[src/rtl/stopwatch_pkg.sv]
// Shared types and constants for the BCD stopwatch.
// Holds the FSM encoding, digit limits and a BCD step helper.
package stopwatch_pkg;

    typedef enum logic [1:0] {
        IDLE  = 2'd0,
        RUN   = 2'd1,
        PAUSE = 2'd2,
        LAP   = 2'd3
    } state_t;

    localparam logic [3:0] DIG_MAX_UNITS = 4'd9;
    localparam logic [3:0] DIG_MAX_TENS  = 4'd5;

    // Value the chained digit counters take after one tick.
    // Lets the display register load the post-tick count on the tick edge.
    function automatic logic [15:0] bcd_step(input logic [15:0] v);
        logic [3:0] s0;
        logic [3:0] s1;
        logic [3:0] m0;
        logic [3:0] m1;
        {m1, m0, s1, s0} = v;
        if (s0 < DIG_MAX_UNITS) begin
            s0 = s0 + 4'd1;
        end else begin
            s0 = 4'd0;
            if (s1 < DIG_MAX_TENS) begin
                s1 = s1 + 4'd1;
            end else begin
                s1 = 4'd0;
                if (m0 < DIG_MAX_UNITS) begin
                    m0 = m0 + 4'd1;
                end else begin
                    m0 = 4'd0;
                    if (m1 < DIG_MAX_TENS) m1 = m1 + 4'd1;
                    else                   m1 = 4'd0;
                end
            end
        end
        return {m1, m0, s1, s0};
    endfunction

endpackage

[src/rtl/bcd_digit_counter.sv]
// One BCD digit wrapping at MAX.
// carry is combinational: high when inc arrives at MAX.
module bcd_digit_counter
    import stopwatch_pkg::*;
#(
    parameter logic [3:0] MAX = DIG_MAX_UNITS
) (
    input  logic       Clk,
    input  logic       Rst,
    input  logic       inc,
    input  logic       clr,
    output logic [3:0] digit,
    output logic       carry
);

    assign carry = inc && (digit == MAX);

    // Digit register: clear wins, otherwise step and wrap at MAX.
    always_ff @(posedge Clk or posedge Rst) begin
        if (Rst) begin
            digit <= 4'd0;
        end else if (clr) begin
            digit <= 4'd0;
        end else if (inc) begin
            digit <= (digit == MAX) ? 4'd0 : digit + 4'd1;
        end
    end

endmodule

[src/rtl/stopwatch_bcd.sv]
// MM:SS BCD stopwatch with lap freeze and display scan clock.
// FSM, prescaler, scan divider and lap register live here.
module stopwatch_bcd
    import stopwatch_pkg::*;
#(
    parameter int SEC_DIV  = 50000000,
    parameter int SCAN_DIV = 50000
) (
    input  logic        Clk,
    input  logic        Rst,
    input  logic        Key_StartStop,
    input  logic        Key_Clear,
    input  logic        Key_Lap,
    output logic [15:0] All,
    output logic        Clk1,
    output logic        Running,
    output logic        Lap_Active,
    output logic        Wrap
);

    localparam int PW = $clog2(SEC_DIV);
    localparam int SW = $clog2(SCAN_DIV);
    localparam logic [PW-1:0] PRESC_LAST = PW'(SEC_DIV - 1);
    localparam logic [SW-1:0] SCAN_LAST  = SW'(SCAN_DIV / 2 - 1);

    state_t        state;
    state_t        next_state;
    logic          do_clear;
    logic          capture;
    logic          counting;
    logic          tick;
    logic [PW-1:0] presc;
    logic [SW-1:0] scan;
    logic [15:0]   live;
    logic [15:0]   live_next;
    logic [15:0]   lap_reg;
    logic [15:0]   lap_next;
    logic [3:0]    s0;
    logic [3:0]    s1;
    logic [3:0]    m0;
    logic [3:0]    m1;
    logic          c0;
    logic          c1;
    logic          c2;
    logic          c3;

    assign counting = (state == RUN) || (state == LAP);
    assign tick     = counting && (presc == PRESC_LAST);
    assign live     = {m1, m0, s1, s0};

    // Next-state decode; keys not valid in a state drop out of priority.
    always_comb begin
        next_state = state;
        do_clear   = 1'b0;
        capture    = 1'b0;
        unique case (state)
            IDLE: begin
                if (Key_StartStop) next_state = RUN;
            end
            RUN: begin
                if (Key_StartStop) begin
                    next_state = PAUSE;
                end else if (Key_Lap) begin
                    next_state = LAP;
                    capture    = 1'b1;
                end
            end
            LAP: begin
                if (Key_StartStop)  next_state = PAUSE;
                else if (Key_Lap)   next_state = RUN;
            end
            PAUSE: begin
                if (Key_Clear) begin
                    next_state = IDLE;
                    do_clear   = 1'b1;
                end else if (Key_StartStop) begin
                    next_state = RUN;
                end
            end
            default: next_state = IDLE;
        endcase
    end

    // State register.
    always_ff @(posedge Clk or posedge Rst) begin
        if (Rst) state <= IDLE;
        else     state <= next_state;
    end

    // Seconds prescaler: counts while running, holds in pause, zero in idle.
    always_ff @(posedge Clk or posedge Rst) begin
        if (Rst) begin
            presc <= '0;
        end else if (do_clear || state == IDLE) begin
            presc <= '0;
        end else if (tick) begin
            presc <= '0;
        end else if (counting) begin
            presc <= presc + 1'b1;
        end
    end

    bcd_digit_counter #(.MAX(DIG_MAX_UNITS)) u_s0 (
        .Clk(Clk), .Rst(Rst), .inc(tick), .clr(do_clear),
        .digit(s0), .carry(c0)
    );
    bcd_digit_counter #(.MAX(DIG_MAX_TENS)) u_s1 (
        .Clk(Clk), .Rst(Rst), .inc(c0), .clr(do_clear),
        .digit(s1), .carry(c1)
    );
    bcd_digit_counter #(.MAX(DIG_MAX_UNITS)) u_m0 (
        .Clk(Clk), .Rst(Rst), .inc(c1), .clr(do_clear),
        .digit(m0), .carry(c2)
    );
    bcd_digit_counter #(.MAX(DIG_MAX_TENS)) u_m1 (
        .Clk(Clk), .Rst(Rst), .inc(c2), .clr(do_clear),
        .digit(m1), .carry(c3)
    );

    assign live_next = do_clear ? 16'h0000 :
                       tick     ? bcd_step(live) : live;
    assign lap_next  = capture ? live_next : lap_reg;

    // Lap register grabs the post-edge count when entering LAP.
    always_ff @(posedge Clk or posedge Rst) begin
        if (Rst)          lap_reg <= 16'h0000;
        else if (capture) lap_reg <= live_next;
    end

    // Display register loads what the digits will hold after this edge.
    always_ff @(posedge Clk or posedge Rst) begin
        if (Rst) begin
            All <= 16'h0000;
        end else if (next_state == LAP) begin
            All <= lap_next;
        end else begin
            All <= live_next;
        end
    end

    // Rollover pulse follows the carry out of the top digit.
    always_ff @(posedge Clk or posedge Rst) begin
        if (Rst) Wrap <= 1'b0;
        else     Wrap <= c3;
    end

    // Free-running scan divider toggling Clk1 every SCAN_DIV/2 cycles.
    always_ff @(posedge Clk or posedge Rst) begin
        if (Rst) begin
            scan <= '0;
            Clk1 <= 1'b0;
        end else if (scan == SCAN_LAST) begin
            scan <= '0;
            Clk1 <= ~Clk1;
        end else begin
            scan <= scan + 1'b1;
        end
    end

    assign Running    = counting;
    assign Lap_Active = (state == LAP);

endmodule

[config.mk]
export PLATFORM = sky130hd
export DESIGN_NAME = stopwatch_bcd
export DESIGN_NICKNAME = d
export VERILOG_FILES = /design/src/rtl/stopwatch_pkg.sv /design/src/rtl/bcd_digit_counter.sv /design/src/rtl/stopwatch_bcd.sv
export SDC_FILE = /design/constraint.sdc
export NUM_CORES = 1
export LEC_CHECK = 0
export ABC_AREA = 1
export BUFFER_PORTS_ARGS = -buffer_cell sky130_fd_sc_hd__buf_4
export CORE_MARGIN = 1.5
export CORE_UTILIZATION = 65
export DETAILED_ROUTE_END_ITERATION = 6
export GPL_ROUTABILITY_DRIVEN = 0
export MAX_ROUTING_LAYER = met4
export PLACE_DENSITY = 0.84
export SLEW_MARGIN = 20
export SYNTH_ARGS = -nofsm -noshare
export SYNTH_HDL_FRONTEND = slang
export SYNTH_SLANG_ARGS = --single-unit
[constraint.sdc]
create_clock -name Clk -period 8.85 [get_ports Clk]
set_clock_uncertainty 0.1 [all_clocks]
set_input_delay 1.77 -clock Clk [delete_from_list [all_inputs] [get_ports Clk]]
set_output_delay 1.77 -clock Clk [all_outputs]
set_load 0.1 [all_outputs]
==> metrics.yaml, run 1 <==
critical_path.n_buffers_inverters: 3
post-dp-hpwl_mm: 8.895
synth.most_common_cell: "nand2_1"
worst_slew_margin_rel_pct: 36.43
crit_path_cell_trace: "buf_4, inv_1, a21oi_1, nor2_1, nand2_1, nand3_1, nand2_1, inv_1, nand3_1, nand2_1"
timing.final.max_slew_violations: 0
synth_area_mm2: 0.005610
tightest_slew_ns: 0.9501
numCtsBuffers: 9
final_setup_fails: 0
power.combinational.fraction_pct: 41.6
yosysTopAreaCell: "dfrtp_1"
cts.repair_timing.setup_buffer_count: 0
synthDominantCellAreaShare_pct: 41.93
synth_sequential_area_ratio_pct: 41.93
accumulated_negative_setup_slack_ns: 0
timing.fmax_mhz: 247.4
worstSetupEndpointType: "flip-flop"
critical_path.most_common_cell: "nand2_1"
timing.final.hold_violations: 0
io_buffer_count: 24
synth_enable_flop_cells: 0
power_report.internal_total_uw: 779.2
worst_setup_hold_path_clk_slew_ns: 0.09
rsz0062_at_grt: "false"
switching_share_pct: 46.00
ant_nets: 0
pin_count: 25
core_area_mm2: 0.008299
design_power_total_mw: 1.443
post_cts_resize_count: 0
drc: 0
clk_latency_ns: 0.36
worst-setup-path-type: "input port to flip-flop"
cpLargestDelayFamily: "simple AND/OR/NAND/NOR gates"
outcome: "finished, final reports clean"
maximum_number_of_pins_on_one_net_before_global_route_repair: 69
largest_register_ff_count: 26
max_cap_violations: 0
critPathMaxStageDelay_ns: 0.75
leakage_nw: 3.065
die_area_mm2: 0.009198
p_clk_share_pct: 19.7
first_pass_iters: 5
signal_arrival_time_at_the_worst_endpoint_ns: 4.24
wire_length_of_the_first_global_routing_pass_mm: 21.58
final.setup.worst_slack_ns: 4.807
synthCells: 734
synthesized_netlist_net_count: 753
hold_class: "flip-flop to flip-flop"
tritoncts: "done"
hold_buffers: 0
finalNetCount: 771
gr-total-overflow: 0
seq_pwr_share_pct: 38.6
synth.lib_cells_used.distinct: 41
row_count: 33
max_flop_register: "presc"
areaGrowthSynthToFinish_pct: 7.337
die_h_um: 95.91
grt_pass1_vias: 4726
detailed_router_s_first_iteration_violation_count: 399
syn-mean-instance-area_um2: 7.644
leading_cell_types_by_total_area_after_synthesis: "dfrtp_1 42%, nand2_1 11%, nand3_1 7.9%"
global_route.usage.total_pct: 30.89
dp_slack_ns: 4.531
yosys_register_bits: 94
totalWireLength_mm: 12.62
synthArstFlopShare_pct: 100.0
die_w_um: 95.91
dr_total_vias: 5042
critPathRequiredTime_ns: 9.05
clock_path_buffers: 2
yosys_warnings: 0
clock_sinks: 94
power_per_cell_area_mw_per_mm2: 239.6
post_drt_via_cell_ratio: 5.849
clk_root_buffer_cell: "clkbuf_8"
synth_ff_type: "dfrtp_1"
floorplan.initialDensity_pct: 67.60
grt_antenna_before_repair: 0
cts-htree-levels: 3
period_needed_ns: 4.043
diodes: 0
ir_worst_vdd_uv: 240.2
synthTopCellsByCount: "165 x nand2_1, 94 x dfrtp_1, 91 x inv_1"
drive_gt1_share_pct: 11.36
crit_slowest_cell: "nor2_1"
routed_wire_length_per_instance_um: 14.64
worst_setup_path_start_kind: "input port"
worstPathMaxFanout: 17
total_switching_power_uw: 663.8
n_fill_cell: 632
final.period_utilization_pct: 45.68
-- final timing paths --
path / from / endpoint / slack, ns / cells after the start
min in group asynchronous: Rst / presc[25] / 1.31 / 2
hold reg to reg: scan[0] / scan[0] / 0.37 / 1
hold / removal: scan[0] / scan[0] / 0.37 / 1
max in group asynchronous: Rst / u_m0.digit[3] / 6.13 / 3
setup / recovery: Key_Clear / All[12] / 4.81 / 10
setup reg to reg: state[0] / All[12] / 5.70 / 8
-- cells in the final DEF (no fill, tap or decap), types with 5 or more instances in the layout --
cell type  instances
a21boi_0           8
a21oi_1            7
buf_4             26
clkbuf_8           9
dfrtp_1           94
ha_1              14
inv_1             89
inv_2              6
nand2_1          165
nand3_1           89
nand4_1           36
nor2_1            67
nor2_2             6
nor3_1            14
nor4_1             5
o21ai_0           19
o21ai_1            8
o22ai_1           14
or2_2             16
xor2_1            19
-- per-layer routing --
metal  vias to the layer above  share of wire [%]  global-route usage [%]
met2                       196                 46                   47.24
met3                        23                6.9                   5.213
met5                         -                  0                       -
met4                         0                1.7                   8.946
met1                      2382                 46                   42.46
li1                       2441                  -                       -
-- through the flow --
step	cells	hold WS (ns)	cell area (um^2)	util (%)
after floorplan	734	0.3329	5610	-
after global placement	846	0.3510	5832	70.27
after detailed placement	846	0.3569	5832	70.27
after CTS	862	0.3692	6022	72.56
after global routing	862	0.3975	6022	72.56
final	862	0.3671	6022	72.56
-- cells by family (layout without fill, tap and decap cells) --
logic type      after synthesis  count (layout)  share of synthesized area, %
compound gates               68              68                         7.293
xor+xnor                     22              22                         3.435
fa+ha+maj                    14              14                         3.122
buf+inv                     116             139                         8.385
flops                        94              94                         41.93
simple gates                420             420                         35.84
-- final cells by class --
cell class,count,area (um^2),area share (%)
clock inverters,6,62.56,1.039
inverters,97,365.4,6.067
flip-flops and latches,94,2352,39.06
clock buffers,10,127.6,2.119
well taps,105,131.4,2.182
multi-input cells,524,2788,46.29
repair buffers,26,195.2,3.241
-- power groups by stage --
stage	combinational, mW	clock, mW	sequential [mW]
after floorplan	0.277	0	0.766
after global placement	0.585	0	0.562
after detailed placement	0.596	0	0.564
after CTS	0.598	0.287	0.556
after global routing	0.641	0.304	0.565
final	0.601	0.285	0.557
(Power assumes the default switching activity.)
==> run 2, diff against run 1 <==
--- a/config.mk
+++ b/config.mk
@@ -5,14 +5,14 @@
 export SDC_FILE = /design/constraint.sdc
 export NUM_CORES = 1
 export LEC_CHECK = 0
-export ABC_AREA = 1
+export ABC_AREA = 0
 export BUFFER_PORTS_ARGS = -buffer_cell sky130_fd_sc_hd__buf_4
 export CORE_MARGIN = 1.5
-export CORE_UTILIZATION = 65
+export CORE_UTILIZATION = 55
 export DETAILED_ROUTE_END_ITERATION = 6
 export GPL_ROUTABILITY_DRIVEN = 0
 export MAX_ROUTING_LAYER = met4
-export PLACE_DENSITY = 0.84
+export PLACE_DENSITY = 0.76
 export SLEW_MARGIN = 20
 export SYNTH_ARGS = -nofsm -noshare
 export SYNTH_HDL_FRONTEND = slang
==> constraint.sdc (replaced) <==
create_clock -name Clk -period 3.51 [get_ports Clk]
set_clock_uncertainty 0.1 [all_clocks]
set_input_delay 0.702 -clock Clk [delete_from_list [all_inputs] [get_ports Clk]]
set_output_delay 0.702 -clock Clk [all_outputs]
set_load 0.1 [all_outputs]
==> run 2 against run 1 <==
  * Worst hold slack lost 0.013 ns
  * Die area increased by 4.7%
  * First-iteration DRC count down 33%
  * Cell area down 9.3%
  * Sequential share of layout area grew 4.0 points
  * Worst setup slack got worse by 4.5 ns
  * Register-to-register slack worse by 5.3 ns
  * Non-clock buffer count is 5 higher
  * Largest cell class unchanged
==> metrics.yaml, run 2 <==
outcome: "finished, final reports clean"
global_route.usage.total_pct: 23.39
drive_gt1_share_pct: 10.34
numCtsBuffers: 9
total_switching_power_mw: 1.183
seq_pwr_share_pct: 46.2
detailed_router_s_first_iteration_violation_count: 267
design_power_total_mw: 3.053
worst_setup_hold_path_clk_slew_ns: 0.09
signal_arrival_time_at_the_worst_endpoint_ns: 3.33
tritoncts: "done"
wire_length_of_the_first_global_routing_pass_mm: 17.82
tightest_slew_ns: 0.7835
power.combinational.fraction_pct: 30.4
final_setup_fails: 0
worst-setup-path-type: "flip-flop to flip-flop"
clock_sinks: 94
drc: 0
die_h_um: 98.13
floorplan.initialDensity_pct: 56.80
maximum_number_of_pins_on_one_net_before_global_route_repair: 51
finalNetCount: 575
synth_area_mm2: 0.004977
place_area_mm2: 0.005264
synth.lib_cells_used.distinct: 57
areaGrowthSynthToFinish_pct: 9.729
max_flop_register: "presc"
clk_root_buffer_cell: "clkbuf_8"
die_area_mm2: 0.009630
ant_nets: 0
worstPathMaxFanout: 13
grt_antenna_before_repair: 0
cts-htree-levels: 3
critPathRequiredTime_ns: 3.69
switching_share_pct: 38.74
grt_pass1_vias: 3806
leading_cell_types_by_total_area_after_synthesis: "dfrtp_1 47%, nor2_1 4.1%, o21ai_0 4.0%"
accumulated_negative_setup_slack_ns: 0
yosys_register_bits: 94
io_buffer_count: 24
timing.fmax_mhz: 316.9
max_cap_violations: 0
worst_setup_path_start_kind: "flip-flop"
synthDominantCellAreaShare_pct: 47.26
worstSetupEndpointType: "flip-flop"
synthArstFlopShare_pct: 100.0
critPathMaxStageDelay_ns: 0.67
post_layout_nonfiller_instances: 669
syn-mean-instance-area_um2: 9.217
most_frequent_standard_cell_in_the_layout_excluding_fill_and_tap_cells: "dfrtp_1"
synthCells: 540
timing.final.max_slew_violations: 0
period_needed_ns: 3.155
synthesized_netlist_net_count: 559
synth_sequential_area_ratio_pct: 47.26
hold_buffers: 0
synth_ff_type: "dfrtp_1"
post_drt_via_cell_ratio: 5.987
gr-total-overflow: 0
crit_path_cell_trace: "or4_1, or4_4, or4b_1, or3b_1, a31oi_1"
worst_slew_margin_rel_pct: 47.70
row_count: 34
rsz0062_at_grt: "false"
cts.repair_timing.setup_buffer_count: 0
pin_count: 25
post-dp-hpwl_mm: 7.092
ir_worst_vdd_uv: 459.5
core_area_mm2: 0.008763
leakage_nw: 2.372
p_clk_share_pct: 23.4
final.period_utilization_pct: 89.89
yosys_warnings: 0
timing.final.hold_violations: 0
place_inst: 653
critical_path.n_buffers_inverters: 0
diodes: 0
finish.instance_area_mm2: 0.005461
post_cts_resize_count: 0
cpLargestDelayFamily: "simple AND/OR/NAND/NOR gates"
final_core_util_pct: 62.32
yosysTopAreaCell: "dfrtp_1"
totalWireLength_mm: 10.31
synthTopCellsByCount: "94 x dfrtp_1, 55 x nor2_1, 47 x nand2_1"
clk_latency_ns: 0.36
clock_path_buffers: 2
power_per_cell_area_mw_per_mm2: 559.1
synth_enable_flop_cells: 0
routed_wire_length_per_instance_um: 15.41
crit_slowest_cell: "or4b_1"
hold_class: "input port to asynchronous set/reset pin"
dr_total_vias: 4005
first_pass_iters: 4
power_report.internal_total_mw: 1.871
synth.most_common_cell: "dfrtp_1"
commonest_cells_after_routing_fill_and_taps_aside: "94 x dfrtp_1, 55 x nor2_1, 47 x nand2_1"
largest_register_ff_count: 26
die_w_um: 98.13
[run 2: cell types whose count changed in the layout (fill, tap and decap cells not counted), sizes merged, moves of 8 or more]
cell | before | now
o22ai | 14 | 1
nand3 | 90 | 28
and4 | 0 | 9
nand2 | 171 | 47
nor2 | 79 | 55
mux2i | 0 | 15
or2 | 16 | 3
a21oi | 7 | 37
inv | 95 | 22
nand4 | 37 | 13
o21ai | 27 | 40
a31oi | 0 | 19
a21boi | 12 | 1
xor2 | 19 | 11
[run 2: routing by layer]
layer,vias to the layer above,wire length (um),track usage (%)
met3,18,357,3.436
met2,82,4911,37.03
li1,1962,-,-
met5,-,0,-
met1,1943,4834,30.59
met4,0,206,9.101
[run 2: cell families after synthesis]
| logic type | share of synthesized area [%] |
|---|---|
| AOI/OAI and AO/OA | 14.63 |
| and+or+nand+nor | 24.16 |
| DFF | 47.26 |
| muxes | 3.017 |
| buffers and inverters | 3.720 |
| adders and majority gates | 3.519 |
| xor gates and xnor gates | 3.695 |
[run 2: power groups by stage]
| stage | Sequential [mW] | Clock, mW | Combinational (mW) |
|---|---|---|---|
| CTS | 1.41 | 0.733 | 0.932 |
| detailed placement | 1.43 | 0 | 0.927 |
| global placement | 1.42 | 0 | 0.900 |
| floorplan | 1.56 | 0 | 0.566 |
| finish | 1.41 | 0.713 | 0.929 |
| global route | 1.44 | 0.776 | 1.02 |
[run 2: worst paths after layout]
check                                      to  depth (start not counted)  startpoint  slack (ns)
worst max-delay path              lap_reg[11]                          5    presc[7]        0.35
worst min-delay path                   All[3]                          2         Rst        0.35
worst max register to register    lap_reg[11]                          5    presc[7]        0.35
worst min register to register           Clk1                          1        Clk1        0.37
max in group asynchronous       u_s1.digit[3]                          3         Rst        2.25
min in group Clk                         Clk1                          1        Clk1        0.37
[run 2: layout make-up]
cell class | count | area (um^2)
fill | 715 | 3302
clock inverter | 6 | 62.56
sequential | 94 | 2352
clock buffer | 10 | 127.6
multi-input combinational | 397 | 2451
tap | 108 | 135.1
inverter | 23 | 87.58
timing repair buffer | 31 | 245.2
[run 2: metrics by stage]
| stage | setup slack, ns | hold slack [ns] |
|---|---|---|
| after floorplan | 0.2593 | 0.3431 |
| after global placement | 0.4578 | 0.3565 |
| after detailed placement | 0.3807 | 0.3579 |
| after CTS | 0.3595 | 0.3739 |
| after global routing | 0.2687 | 0.3836 |
| final | 0.3548 | 0.3539 |
==> run 3, diff against run 2 <==
--- a/config.mk
+++ b/config.mk
@@ -8,12 +8,13 @@
 export ABC_AREA = 0
 export BUFFER_PORTS_ARGS = -buffer_cell sky130_fd_sc_hd__buf_4
 export CORE_MARGIN = 1.5
-export CORE_UTILIZATION = 55
+export CORE_UTILIZATION = 56
 export DETAILED_ROUTE_END_ITERATION = 6
 export GPL_ROUTABILITY_DRIVEN = 0
 export MAX_ROUTING_LAYER = met4
-export PLACE_DENSITY = 0.76
+export PLACE_DENSITY = 0.77
 export SLEW_MARGIN = 20
 export SYNTH_ARGS = -nofsm -noshare
 export SYNTH_HDL_FRONTEND = slang
+export SYNTH_HIERARCHICAL = 1
 export SYNTH_SLANG_ARGS = --single-unit
==> run 3 against run 2 <==
  * The flow now finishes with violations (design-rule violations)
  * Cell count up 3.9%
  * Total power is 8.5% lower
  * Synthesized cell count up 3.5%
  * Die area up 1.4%
  * Count of clock-buffer cells in the layout is 1 lower
  * Sequential cell count did not move
  * Sequential share of layout area fell by 1.4 points
  * Fmax is 1.0% higher
  * Global-route usage grew 1.7 points
  * Critical path type unchanged
  * Critical endpoint is now u_m1/digit[3]
  * Highest routed layer unchanged
==> metrics.yaml, run 3 <==
post_cts_resize_count: 0
design_power_total_mw: 2.793
diodes: 0
yosys_warnings: 6
routed_wire_length_per_instance_um: 15.95
dr_total_vias: 4205
worstReg2RegStart: "presc[1]"
yosysTopAreaCell: "dfrtp_1"
total_switching_power_mw: 1.030
endpoint: "u_m1/digit[3]"
path_depth: 13
leading_cell_types_by_total_area_after_synthesis: "dfrtp_1 46%, nand2_1 6.1%, ha_1 4.4%"
largest_register_ff_count: 26
global_route.usage.total_pct: 25.07
wire_length_of_the_first_global_routing_pass_mm: 19.38
switching_share_pct: 36.89
grt_pass1_vias: 4018
dp_slack_ns: 0.2382
ant_nets: 0
cts.repair_timing.setup_buffer_count: 0
place_inst: 679
failed_checks: "design-rule violations"
detailed_router_s_first_iteration_violation_count: 324
cpLargestDelayFamily: "simple AND/OR/NAND/NOR gates"
hold_buffers: 0
signal_arrival_time_at_the_worst_endpoint_ns: 3.33
row_count: 34
synth_enable_flop_cells: 0
core_area_mm2: 0.008806
tightest_slew_ns: 0.9642
final_setup_fails: 0
synth.lib_cells_used.distinct: 59
seq_pwr_share_pct: 50.0
power_report.internal_total_mw: 1.762
rsz0062_at_grt: "false"
synth.most_common_cell: "dfrtp_1"
post-dp-hpwl_mm: 7.794
worst_slew_margin_rel_pct: 35.53
timing.reg2reg.worst_path_depth: 13
critical_path.most_common_cell: "nor2_2"
max_cap_violations: 0
critPathRequiredTime_ns: 3.72
ir_worst_vdd_uv: 252.2
pin_count: 25
totalWireLength_mm: 11.08
synthArstFlopShare_pct: 100.0
drive_gt1_share_pct: 11.93
maximum_number_of_pins_on_one_net_before_global_route_repair: 46
areaGrowthSynthToFinish_pct: 9.708
hold_class: "input port to asynchronous set/reset pin"
clk_root_buffer_cell: "clkbuf_8"
outcome: "complete, but fails checks"
worst_setup_hold_path_clk_slew_ns: 0.10
finalNetCount: 605
timing.fmax_mhz: 320.1
timing.reg2reg.setup_slack_ns: 0.39
worst-setup-path-type: "flip-flop to flip-flop"
crit_path_cell_trace: "ha_1, and3_1, nand4_4, nor2_2, inv_1, nor2_1, nand2_1, nor2_2, inv_1, nor2_2, nand4_1, or3_1, a21oi_2"
synth_area_mm2: 0.005142
die_area_mm2: 0.009766
drc: 6
die_h_um: 98.83
worstSetupEndpointType: "flip-flop"
final.period_utilization_pct: 89.00
grt_antenna_before_repair: 0
critical_path.n_buffers_inverters: 2
first_pass_iters: 7
clock_path_buffers: 2
most_frequent_standard_cell_in_the_layout_excluding_fill_and_tap_cells: "dfrtp_1"
p_clk_share_pct: 27.3
worst_setup_path_start_kind: "flip-flop"
final.setup.worst_slack_ns: 0.3860
timing.final.max_slew_violations: 0
synth_ff_type: "dfrtp_1"
crit-reg2reg-capture: "u_m1/digit[3]"
period_needed_ns: 3.124
commonest_cells_after_routing_fill_and_taps_aside: "94 x dfrtp_1, 83 x nand2_1, 37 x nor2_1"
post_drt_via_cell_ratio: 6.050
die_w_um: 98.83
synthesized_netlist_net_count: 582
numCtsBuffers: 9
synthCells: 559
clk_latency_ns: 0.37
critPathMaxStageDelay_ns: 0.44
tritoncts: "done"
synth_sequential_area_ratio_pct: 45.74
post_layout_nonfiller_instances: 695
synthTopCellsByCount: "94 x dfrtp_1, 83 x nand2_1, 39 x nor2_1"
max_flop_register: "presc"
worstSetupStartpoint: "presc[1]"
routed-wl-met3_um: 490
clock_sinks: 94
leakage_nw: 2.510
n_fill_cell: 716
detailroute.wirelength.met2_mm: 5.097
worstPathMaxFanout: 7
crit_slowest_cell: "dfrtp_1"
timing.final.hold_violations: 0
syn-mean-instance-area_um2: 9.199
wl_met1_mm: 5.417
floorplan.initialDensity_pct: 58.40
gr-total-overflow: 0
power.combinational.fraction_pct: 22.7
yosys_register_bits: 94
highest_layer: "met4"
cts-htree-levels: 3
io_buffer_count: 24
power_per_cell_area_mw_per_mm2: 495.0
accumulated_negative_setup_slack_ns: 0
synthDominantCellAreaShare_pct: 45.74
## run 3: power by group through the flow
stage	Sequential, mW	Combinational, mW	Clock, mW
final	1.40	0.633	0.763
after global routing	1.42	0.695	0.810
after CTS	1.39	0.633	0.768
after detailed placement	1.41	0.631	0
after global placement	1.40	0.612	0
after floorplan	1.50	0.379	0
## run 3: how the worst min path moves through the flow
stage,startpoint,endpoint,slack [ns],cells past startpoint
2_1_floorplan,scan[0],scan[0],0.33,1
3_3_place_gp,scan[0],scan[0],0.35,1
3_5_place_dp,scan[0],scan[0],0.35,1
4_1_cts,Rst,u_m0/digit[3],0.13,2
5_1_grt,Rst,u_m0/digit[1],0.13,2
6_report,Rst,u_m0/digit[2],0.13,2
## run 3: cell families after synthesis
| logic type | count (synthesis) | share of synthesized area, % |
|---|---|---|
| and+or+nand+nor | 244 | 26.03 |
| AOI/OAI and AO/OA | 130 | 15.38 |
| DFF | 94 | 45.74 |
| buffers and inverters | 47 | 3.747 |
| adders and majority gates | 18 | 4.380 |
| xor gates and xnor gates | 17 | 2.896 |
| muxes | 9 | 1.825 |
## run 3: through the flow
step	instance area, um^2	hold slack [ns]	util (%)
4_1_cts	5637	0.1313	64.01
2_1_floorplan	5142	0.3329	-
6_report	5642	0.1307	64.07
3_3_place_gp	5431	0.3481	61.68
5_1_grt	5642	0.1320	64.07
3_5_place_dp	5431	0.3493	61.68
## run 3: routing by layer
| layer | GRT usage, % | vias to the layer above |
|---|---|---|
| li1 | - | 2045 |
| met1 | 35.46 | 2051 |
| met2 | 37.56 | 101 |
| met3 | 4.539 | 8 |
| met4 | 6.484 | 0 |
| met5 | - | - |
## run 3: layout make-up
cell class / instances / area, um^2 / area share (%)
inverters: 29 / 108.9 / 1.929
well taps: 108 / 135.1 / 2.395
flip-flops and latches: 94 / 2352 / 41.69
clock buffers: 9 / 123.9 / 2.196
clock inverters: 7 / 81.33 / 1.442
repair buffers: 30 / 237.7 / 4.214
multi-input cells: 418 / 2603 / 46.13
